### src/rtl/ir_ttd_sampler_if.sv
// Signal bundle for the IR time-to-decay sampler: channel select, sensor
// pads, emitter enables and the per-frame result bus.
// master: the sampler itself. slave: whatever drives selects and pads.
interface ir_ttd_sampler_if;
    logic [7:0]   channel_sel;
    logic [7:0]   sense_in;
    logic [7:0]   sense_oe;
    logic         ir_evenLED;
    logic         ir_oddLED;
    logic [135:0] ttd_flat;
    logic         frame_valid;

    modport master (
        input  channel_sel,
        input  sense_in,
        output sense_oe,
        output ir_evenLED,
        output ir_oddLED,
        output ttd_flat,
        output frame_valid
    );

    modport slave (
        output channel_sel,
        output sense_in,
        input  sense_oe,
        input  ir_evenLED,
        input  ir_oddLED,
        input  ttd_flat,
        input  frame_valid
    );
endinterface

### src/rtl/ir_ttd_sampler.sv
// IR reflectance sensor time-to-decay sampler, 8 channels.
// Each frame precharges the selected pads high, releases them, and records
// the count at which each synchronized pad first reads low.
// Optional feature: define IR_TTD_FILTER_EN to average each new result with
// the previous one (two-tap running mean); undefined loads raw results.
module ir_ttd_sampler #(
    parameter int          CHARGE_CYC = 160,
    parameter logic [16:0] TIMEOUT    = 17'd100000,
    parameter int          GAP_CYC    = 1600
) (
    input  logic             WF_CLK,
    input  logic             reset,
    ir_ttd_sampler_if.master bus
);

    typedef enum logic [2:0] {
        IDLE,
        CHARGE,
        MEASURE,
        UPDATE,
        GAP
    } state_t;

    localparam logic [16:0] CHG_LAST = 17'(CHARGE_CYC - 1);
    localparam logic [16:0] GAP_LAST = 17'(GAP_CYC - 1);

    state_t       state_q, state_d;
    logic [16:0]  cnt_q, cnt_d;
    logic [7:0]   sel_q, sel_d;
    logic [7:0]   cap_q, cap_d;
    logic [7:0]   sync1_q, sync2_q;
    logic [16:0]  res_q [8];
    logic [16:0]  res_d [8];
    logic [16:0]  final_v [8];
    logic [135:0] ttd_q, ttd_d;
    logic         fv_q, fv_d;
    logic         meas_done;

`ifdef IR_TTD_FILTER_EN
    // Two-tap mean; the sum is carried at 18 bits so it cannot overflow.
    function automatic logic [16:0] filt(input logic [16:0] prev, input logic [16:0] nw);
        logic [17:0] sum;
        sum = {1'b0, prev} + {1'b0, nw};
        return sum[17:1];
    endfunction
`endif

    // Two-flop synchronizer on the asynchronous pad inputs.
    always_ff @(posedge WF_CLK or posedge reset) begin
        if (reset) begin
            sync1_q <= 8'h00;
            sync2_q <= 8'h00;
        end else begin
            sync1_q <= bus.sense_in;
            sync2_q <= sync1_q;
        end
    end

    // Control state: FSM, phase counter, latched select, captured flags, outputs.
    always_ff @(posedge WF_CLK or posedge reset) begin
        if (reset) begin
            state_q <= IDLE;
            cnt_q   <= '0;
            sel_q   <= 8'h00;
            cap_q   <= 8'h00;
            ttd_q   <= '0;
            fv_q    <= 1'b0;
        end else begin
            state_q <= state_d;
            cnt_q   <= cnt_d;
            sel_q   <= sel_d;
            cap_q   <= cap_d;
            ttd_q   <= ttd_d;
            fv_q    <= fv_d;
        end
    end

    // Per-channel capture registers; only read when the matching flag is set.
    always_ff @(posedge WF_CLK) begin
        for (int i = 0; i < 8; i++) begin
            res_q[i] <= res_d[i];
        end
    end

    // Next-state and datapath. Results and frame_valid are registered on the
    // edge entering UPDATE so both are visible together during UPDATE.
    always_comb begin
        state_d   = state_q;
        cnt_d     = cnt_q;
        sel_d     = sel_q;
        cap_d     = cap_q;
        res_d     = res_q;
        ttd_d     = ttd_q;
        fv_d      = 1'b0;
        meas_done = 1'b0;
        for (int i = 0; i < 8; i++) begin
            final_v[i] = '0;
        end

        case (state_q)
            IDLE: begin
                state_d = CHARGE;
                cnt_d   = '0;
                sel_d   = bus.channel_sel;
            end
            CHARGE: begin
                if (cnt_q == CHG_LAST) begin
                    state_d = MEASURE;
                    cnt_d   = 17'd1;
                    cap_d   = 8'h00;
                end else begin
                    cnt_d = cnt_q + 17'd1;
                end
            end
            MEASURE: begin
                for (int i = 0; i < 8; i++) begin
                    if (sel_q[i] && !cap_q[i] && !sync2_q[i]) begin
                        cap_d[i] = 1'b1;
                        res_d[i] = cnt_q;
                    end
                end
                meas_done = ((cap_d | ~sel_q) == 8'hFF) || (cnt_q == TIMEOUT);
                if (meas_done) begin
                    state_d = UPDATE;
                    cnt_d   = '0;
                    fv_d    = 1'b1;
                    for (int i = 0; i < 8; i++) begin
                        if (!sel_q[i]) begin
                            final_v[i] = '0;
                        end else if (cap_d[i]) begin
                            final_v[i] = res_d[i];
                        end else begin
                            final_v[i] = TIMEOUT;
                        end
`ifdef IR_TTD_FILTER_EN
                        ttd_d[17*i +: 17] = sel_q[i] ? filt(ttd_q[17*i +: 17], final_v[i]) : 17'd0;
`else
                        ttd_d[17*i +: 17] = final_v[i];
`endif
                    end
                end else begin
                    cnt_d = cnt_q + 17'd1;
                end
            end
            UPDATE: begin
                state_d = GAP;
                cnt_d   = '0;
            end
            GAP: begin
                if (cnt_q == GAP_LAST) begin
                    state_d = CHARGE;
                    cnt_d   = '0;
                    sel_d   = bus.channel_sel;
                end else begin
                    cnt_d = cnt_q + 17'd1;
                end
            end
            default: begin
                state_d = IDLE;
                cnt_d   = '0;
            end
        endcase
    end

    assign bus.sense_oe    = (state_q == CHARGE) ? sel_q : 8'h00;
    assign bus.ir_evenLED  = ((state_q == CHARGE) || (state_q == MEASURE)) && (|(sel_q & 8'h55));
    assign bus.ir_oddLED   = ((state_q == CHARGE) || (state_q == MEASURE)) && (|(sel_q & 8'hAA));
    assign bus.ttd_flat    = ttd_q;
    assign bus.frame_valid = fv_q;

endmodule

### src/flat_wrapper.sv
// flat-port wrapper written by rule: the top's interface ports become plain ports
module ir_ttd_sampler_flat 
#(
    parameter int          CHARGE_CYC = 160,
    parameter logic [16:0] TIMEOUT    = 17'd100000,
    parameter int          GAP_CYC    = 1600
)
  (WF_CLK, reset, bus_channel_sel, bus_sense_in, bus_sense_oe, bus_ir_evenLED, bus_ir_oddLED, bus_ttd_flat, bus_frame_valid);
  ir_ttd_sampler_if bus_i ();
  input  logic WF_CLK;
  input  logic reset;
  input wire logic [$bits(bus_i.channel_sel)-1:0] bus_channel_sel;
  input wire logic [$bits(bus_i.sense_in)-1:0] bus_sense_in;
  output wire logic [$bits(bus_i.sense_oe)-1:0] bus_sense_oe;
  output wire logic [$bits(bus_i.ir_evenLED)-1:0] bus_ir_evenLED;
  output wire logic [$bits(bus_i.ir_oddLED)-1:0] bus_ir_oddLED;
  output wire logic [$bits(bus_i.ttd_flat)-1:0] bus_ttd_flat;
  output wire logic [$bits(bus_i.frame_valid)-1:0] bus_frame_valid;
  assign bus_i.channel_sel = bus_channel_sel;
  assign bus_i.sense_in = bus_sense_in;
  assign bus_sense_oe = bus_i.sense_oe;
  assign bus_ir_evenLED = bus_i.ir_evenLED;
  assign bus_ir_oddLED = bus_i.ir_oddLED;
  assign bus_ttd_flat = bus_i.ttd_flat;
  assign bus_frame_valid = bus_i.frame_valid;
  ir_ttd_sampler #(.CHARGE_CYC(CHARGE_CYC), .TIMEOUT(TIMEOUT), .GAP_CYC(GAP_CYC)) u_core (.WF_CLK(WF_CLK), .reset(reset), .bus(bus_i));
endmodule
### config.mk
export PLATFORM = sky130hd
export DESIGN_NAME = ir_ttd_sampler_flat
export DESIGN_NICKNAME = d
export VERILOG_FILES = /design/src/rtl/ir_ttd_sampler_if.sv /design/src/rtl/ir_ttd_sampler.sv /design/src/flat_wrapper.sv
export SDC_FILE = /design/constraint.sdc
export NUM_CORES = 1
export LEC_CHECK = 0
export CELL_PAD_IN_SITES_DETAIL_PLACEMENT = 1
export CELL_PAD_IN_SITES_GLOBAL_PLACEMENT = 1
export CORE_UTILIZATION = 47
export DETAILED_ROUTE_END_ITERATION = 12
export PLACE_DENSITY_LB_ADDON = 0.08
export REMOVE_ABC_BUFFERS = 1
export SKIP_CTS_REPAIR_TIMING = 1
export SYNTH_ARGS = -nofsm -noshare
export SYNTH_HDL_FRONTEND = slang
export SYNTH_SLANG_ARGS = --single-unit
### constraint.sdc
create_clock -name WF_CLK -period 7.3 [get_ports WF_CLK]
set_input_delay 0.73 -clock WF_CLK [delete_from_list [all_inputs] [get_ports WF_CLK]]
set_output_delay 0.73 -clock WF_CLK [all_outputs]
set_load 0.02 [all_outputs]
# Yosys cells after proc, flatten, opt, wreduce, memory -nomap -nowiden

Index checks and enable logic that the tools add are counted.

Register bits: 325
Memories kept: 0
Output and inout port bits: 147
Bits in latches: 0
Input bits: 18
Memory bits (read-only): 0
Memory bits (writable): 0

$add $sub $neg: 1
Order comparisons: 0
Bitwise logic cells: 2
Reduce and logical (&&, ||, !) cells: 45
Eq/ne operators: 11
Shifts and indexed selects: 0
$mul: 0
Mux-type cells: 55
Divide/modulo/power cells: 0

Operators with widths:

| cell                    | number |
|---|---|
| $mux W17                | 27 |
| $pmux W17 S3            | 1 |
| $pmux W8 S2             | 2 |
| $mux W8                 | 3 |
| $logic_and A1 B1 Y1     | 18 |
| $mux W1                 | 18 |
| $add A17 B1 Y17 const B | 1 |
| $eq A17 B11 Y1 const B  | 1 |
| $eq A17 B17 Y1 const B  | 1 |
| $eq A17 B8 Y1 const B   | 1 |
| $logic_not A1 Y1        | 16 |
| $pmux W3 S5             | 1 |
| $mux W3                 | 3 |
| $eq A8 B8 Y1 const B    | 1 |
| $not A8 Y8              | 1 |
| $or A8 B8 Y8            | 1 |
| $reduce_or A4 Y1        | 2 |
| $eq A3 B2 Y1 const B    | 2 |
| $ne A2 B1 Y1 const B    | 3 |
| $reduce_and A2 Y1       | 3 |
| $reduce_bool A2 Y1      | 2 |
| $eq A3 B1 Y1 const B    | 1 |
| $eq A3 B3 Y1 const B    | 1 |
| $logic_not A3 Y1        | 1 |
| other kinds (2)         | 3 |

# Depth between registers and ports, before layout

Word-level depth: 10
Gate-level depth with buffers: 10

# Least setup slack after synthesis

OpenSTA, ideal clock, no wires.

Kind: reg-to-output
Start point: register u_core.state_q[2]
End point: output port bus_ir_evenLED
Arrival: 5,427 ps
Stages on the path, launching flop included: 5
Data required time: 6,570 ps
Path buffers: 1
Path slack: 1,143 ps
Path through: dfrtp_1 -> nor3b_1 -> clkbuf_1 -> nor2_1 -> nor2_1

Word-level cells in the longest chain between the ends: 3

RTL lines:

| element                                             | line                  | text |
|---|---|---|
| start: declaration                                  | ir_ttd_sampler.sv:27  | `state_t state_q, state_d;` |
| start signal: assignment                            | ir_ttd_sampler.sv:69  | `state_q <= state_d;` |
| $eq A3 B1 Y1 / $eq A3 B2 Y1 (equally long branches) | ir_ttd_sampler.sv:166 | `assign bus.ir_evenLED = ((state_q == CHARGE) \|\| (state_q == MEASURE)) && (\|(sel_q & 8'h55));` |
| $logic_or A1 B1 Y1 (*)                              | ir_ttd_sampler.sv:166 |  |
| $logic_and A1 B1 Y1 (*)                             | ir_ttd_sampler.sv:166 |  |
| end: declaration                                    | flat_wrapper.sv:15    | `output wire logic [$bits(bus_i.ir_evenLED)-1:0] bus_ir_evenLED;` |

Every way passes the cells marked *; elsewhere a longest branch is shown, timed or not.

# Worst setup path in the final report

Start point: register u_core.cnt_q[7]
End point: register u_core.ttd_q[35], in the netlist u_core.bus.ttd_flat[35]

Word-level cells in the longest chain between the ends: 3

RTL lines:

| element                            | line                  | text |
|---|---|---|
| start: declaration                 | ir_ttd_sampler.sv:28  | `logic [16:0] cnt_q, cnt_d;` |
| start signal: assignment           | ir_ttd_sampler.sv:70  | `cnt_q <= cnt_d;` |
| $eq A17 B17 Y1                     | ir_ttd_sampler.sv:122 | `meas_done = ((cap_d \| ~sel_q) == 8'hFF) \|\| (cnt_q == TIMEOUT);` |
| $logic_or A1 B1 Y1                 | ir_ttd_sampler.sv:122 |  |
| $reduce_and A2 Y1 (no source line) | n/a                   |  |
| end signal: assignment             | ir_ttd_sampler.sv:73  | `ttd_q <= ttd_d;` |
| end: declaration                   | ir_ttd_sampler.sv:35  | `logic [135:0] ttd_q, ttd_d;` |

Every way passes these cells.
A chain may end at the register's enable or synchronous reset.

==> out/results.ini <==
[status]
status = complete, but fails checks
violations = design-rule violations

[placement]
dp_cells = 1540
hpwlAfterDp_mm = 21.1
pre_cts_slack_ns = 3.55
place_area_um2 = 16600
port_buffers = 164
gp_congestion = 0.759

[pwr]
switchingPower_uw = 828
p_leak_nw = 7.26
power_density_nw_per_um2 = 218
peakVddDrop_v = 0.000118
internal_power_mw = 3.05
power_frac_seq_pct = 49.5
switching_share_pct = 21.3
clockPowerShare_pct = 46.8
comb_power_share_pct = 3.7

[logic_synthesis]
synth_ff_type = dfrtp_1
synth-compound-area-share_pct = 4.73
ys_warn_count = 0
synth_edf_count = 136
synth.area.top_cells = dfrtp_1 32%, edfxtp_1 28%, mux2_2 12%, mux2_1 8.1%, nor2b_1 3.3%
avgSynthCellArea_um2 = 14.2
yosysMostFrequentCell = dfrtp_1
yosys-top-cells-count = 189 x dfrtp_1, 163 x mux2_2, 136 x edfxtp_1, 106 x mux2_1, 77 x nor2b_1
netlist.area_leader.share_pct = 32.0
synthAdderAreaFrac_pct = 0.169
synth_cell_type_count = 46
synthArstFlopShare_pct = 58.2
synth-xor-area-share_pct = 0.888
synthMuxAreaShare_pct = 21.2
syn-instance-count = 1042
syn-cell-area_um2 = 14800
yosys.area_share.simple_pct = 9.58
ys_seq_area_share_pct = 59.6
ys_seq_elements = 325
synth_top_family_by_area = multiplexers
yosys.area.top_type = dfrtp_1

[worst_setup_path]
required_ns = 7.69
cp-start-kind = flip-flop
critPathKind = reg2reg
reg2reg_slack_ns = 3.54
cp-end-kind = flip-flop
path_max_fanout = 65
arrival_ns = 4.15

[finish]
fin_nets = 1202
multi_input_comb_area_um2 = 5430
diodes = 0
finalNonFillerCells = 1604
drive_above_1_share_pct = 21.4
final_area_um2 = 17800
seq_area_um2 = 8810
num-fill-cells = 2929
areaGrowthSynthToFinish_pct = 20.4

[cts]
clk_latency_ns = 0.52
cts_buffers = 36
cts_num_sinks = 325
htreeDepth = 2
root_buffer = clkbuf_16
clk_path_buf_depth = 3
cts_tree = yes
path_clk_slew_ns = 0.06

[flow_run]
cap_violations = 0

[timing]
timing.final.hold_violations = 0
min_period_over_period_pct = 51.5
worst_slack_ns = 3.54
skew_ns = 0.0241
period_minus_slack_ns = 3.76
finalSetupTns_ns = 0
whs_ns = 0.347
slew_headroom_pct = 25.0
setup_violations = 0
fmax_ghz = 0.266
worst_pin_slew_ns = 1.12
rsz0062_at_grt = no
drv_slew = 0

[routing]
drtAntennaViolNets = 0
drc = 16
post_drt_wl_per_cell_um = 21.1
vias = 8854
first_pass_iters = 10
routed_via_density = 5.52
wirelength_mm = 33.8
drtIter0Drc = 576

[grt]
gr-total-overflow = 0
grt_pass1_wl_mm = 54.0
grt_max_degree = 114
antenna_found_initial = 0
grt_usage_pct = 21.8
grt_pass1_vias = 9312

[floorplanning]
die_area_um2 = 32200
initial_core_util_pct = 48.1
die_w_um = 179
die_h_um = 179
ios = 165
num_rows = 64
core_area_um2 = 30700

[hold_path]
hold_class = reg2reg

==> per-stage QoR <==
stage	power [mW]	util (%)
after floorplan	2.05	-
after global placement	2.10	54.1
after detailed placement	2.10	54.1
after CTS	3.93	57.9
after global routing	4.01	57.9
final	3.88	57.9
==> critical path, stage by stage (launching register included) <==
cell	delay, ns
dfrtp_1	0.94
nor4b_1	0.40
nand4_1	0.28
a21boi_4	0.22
buf_4	0.79
buf_4	0.58
mux2_2	0.39
==> cells in the final DEF (no fill, tap or decap), drive strengths merged, types with 2 or more instances in the layout <==
cell type and count:
o21ai 14, nor2b 77, edfxtp 136, a21oi 15, and3 3, xor2 11
nor3b 9, mux2i 11, o311a 42, nor2 22, nand3b 7, nand4 4
clkinvlp 4, buf 21, nand2b 53, clkdlybuf4s50 164, nor3 7, bufinv 4
o31ai 2, inv 24, xnor2 4, and3b 2, nand3 8, nand2 12
nor4 4, clkbuf 44, clkinv 11, and2 9, and4 3, dfrtp 189
or3 3, a31oi 10, a21boi 2, mux2 269, ha 2, nor4b 2
==> power groups by stage <==
| stage | clock network (mW) | logic (mW) | registers, mW |
|---|---|---|---|
| 2_1_floorplan | 0 | 0.0933 | 1.95 |
| 3_3_place_gp | 0 | 0.145 | 1.96 |
| 3_5_place_dp | 0 | 0.146 | 1.96 |
| 4_1_cts | 1.86 | 0.148 | 1.92 |
| 5_1_grt | 1.93 | 0.159 | 1.92 |
| 6_report | 1.82 | 0.144 | 1.92 |
==> registers in the layout, summed over array words and instances (netlist names) <==
name                    cells
u_core.sync1_q              8
u_core.cap_q                8
u_core.sync2_q              8
u_core.cnt_q               17
u_core.res_q              136
u_core.bus.ttd_flat       136
u_core.state_q              3
u_core.sel_q                8
u_core.bus.frame_valid      1
==> metal layers <==
layer | routed length [µm] | vias up | track usage, % | part of all wire, %
met5 | 0 | - | 0 | 0
met4 | 656 | 0 | 5.25 | 1.9
met3 | 1190 | 42 | 2.76 | 3.5
met2 | 15800 | 173 | 35.1 | 47
met1 | 16200 | 4609 | 31.4 | 48
li1 | - | 4030 | - | -
==> kinds of logic (layout without fill, tap and decap cells) <==
family	Yosys count	after routing
simple gates	227	227
buf+inv	106	272
mux	280	280
fa+ha+maj	2	2
xor+xnor	15	15
flops	325	325
compound gates	87	87
==> worst paths after layout <==
check | from | depth (start not counted) | end
max in group asynchronous | reset | 3 | u_core.cap_q[6]
hold reg to reg | u_core.sync1_q[1] | 0 | u_core.sync2_q[1]
setup reg to reg | u_core.cnt_q[7] | 6 | u_core.bus.ttd_flat[35]
hold / removal | u_core.sync1_q[1] | 0 | u_core.sync2_q[1]
min in group asynchronous | reset | 2 | u_core.bus.ttd_flat[75]
setup / recovery | u_core.cnt_q[7] | 6 | u_core.bus.ttd_flat[35]
==> area by class of cell <==
class                           count  area share, %
Sequential cell                   325           49.5
Multi-Input combinational cell    611           30.5
Timing Repair Buffer              185           10.1
Clock buffer                       44           5.40
Tap cell                          396           2.78
Clock inverter                     20           1.18
Inverter                           23          0.527
Power figures use the tool's default switching activity.
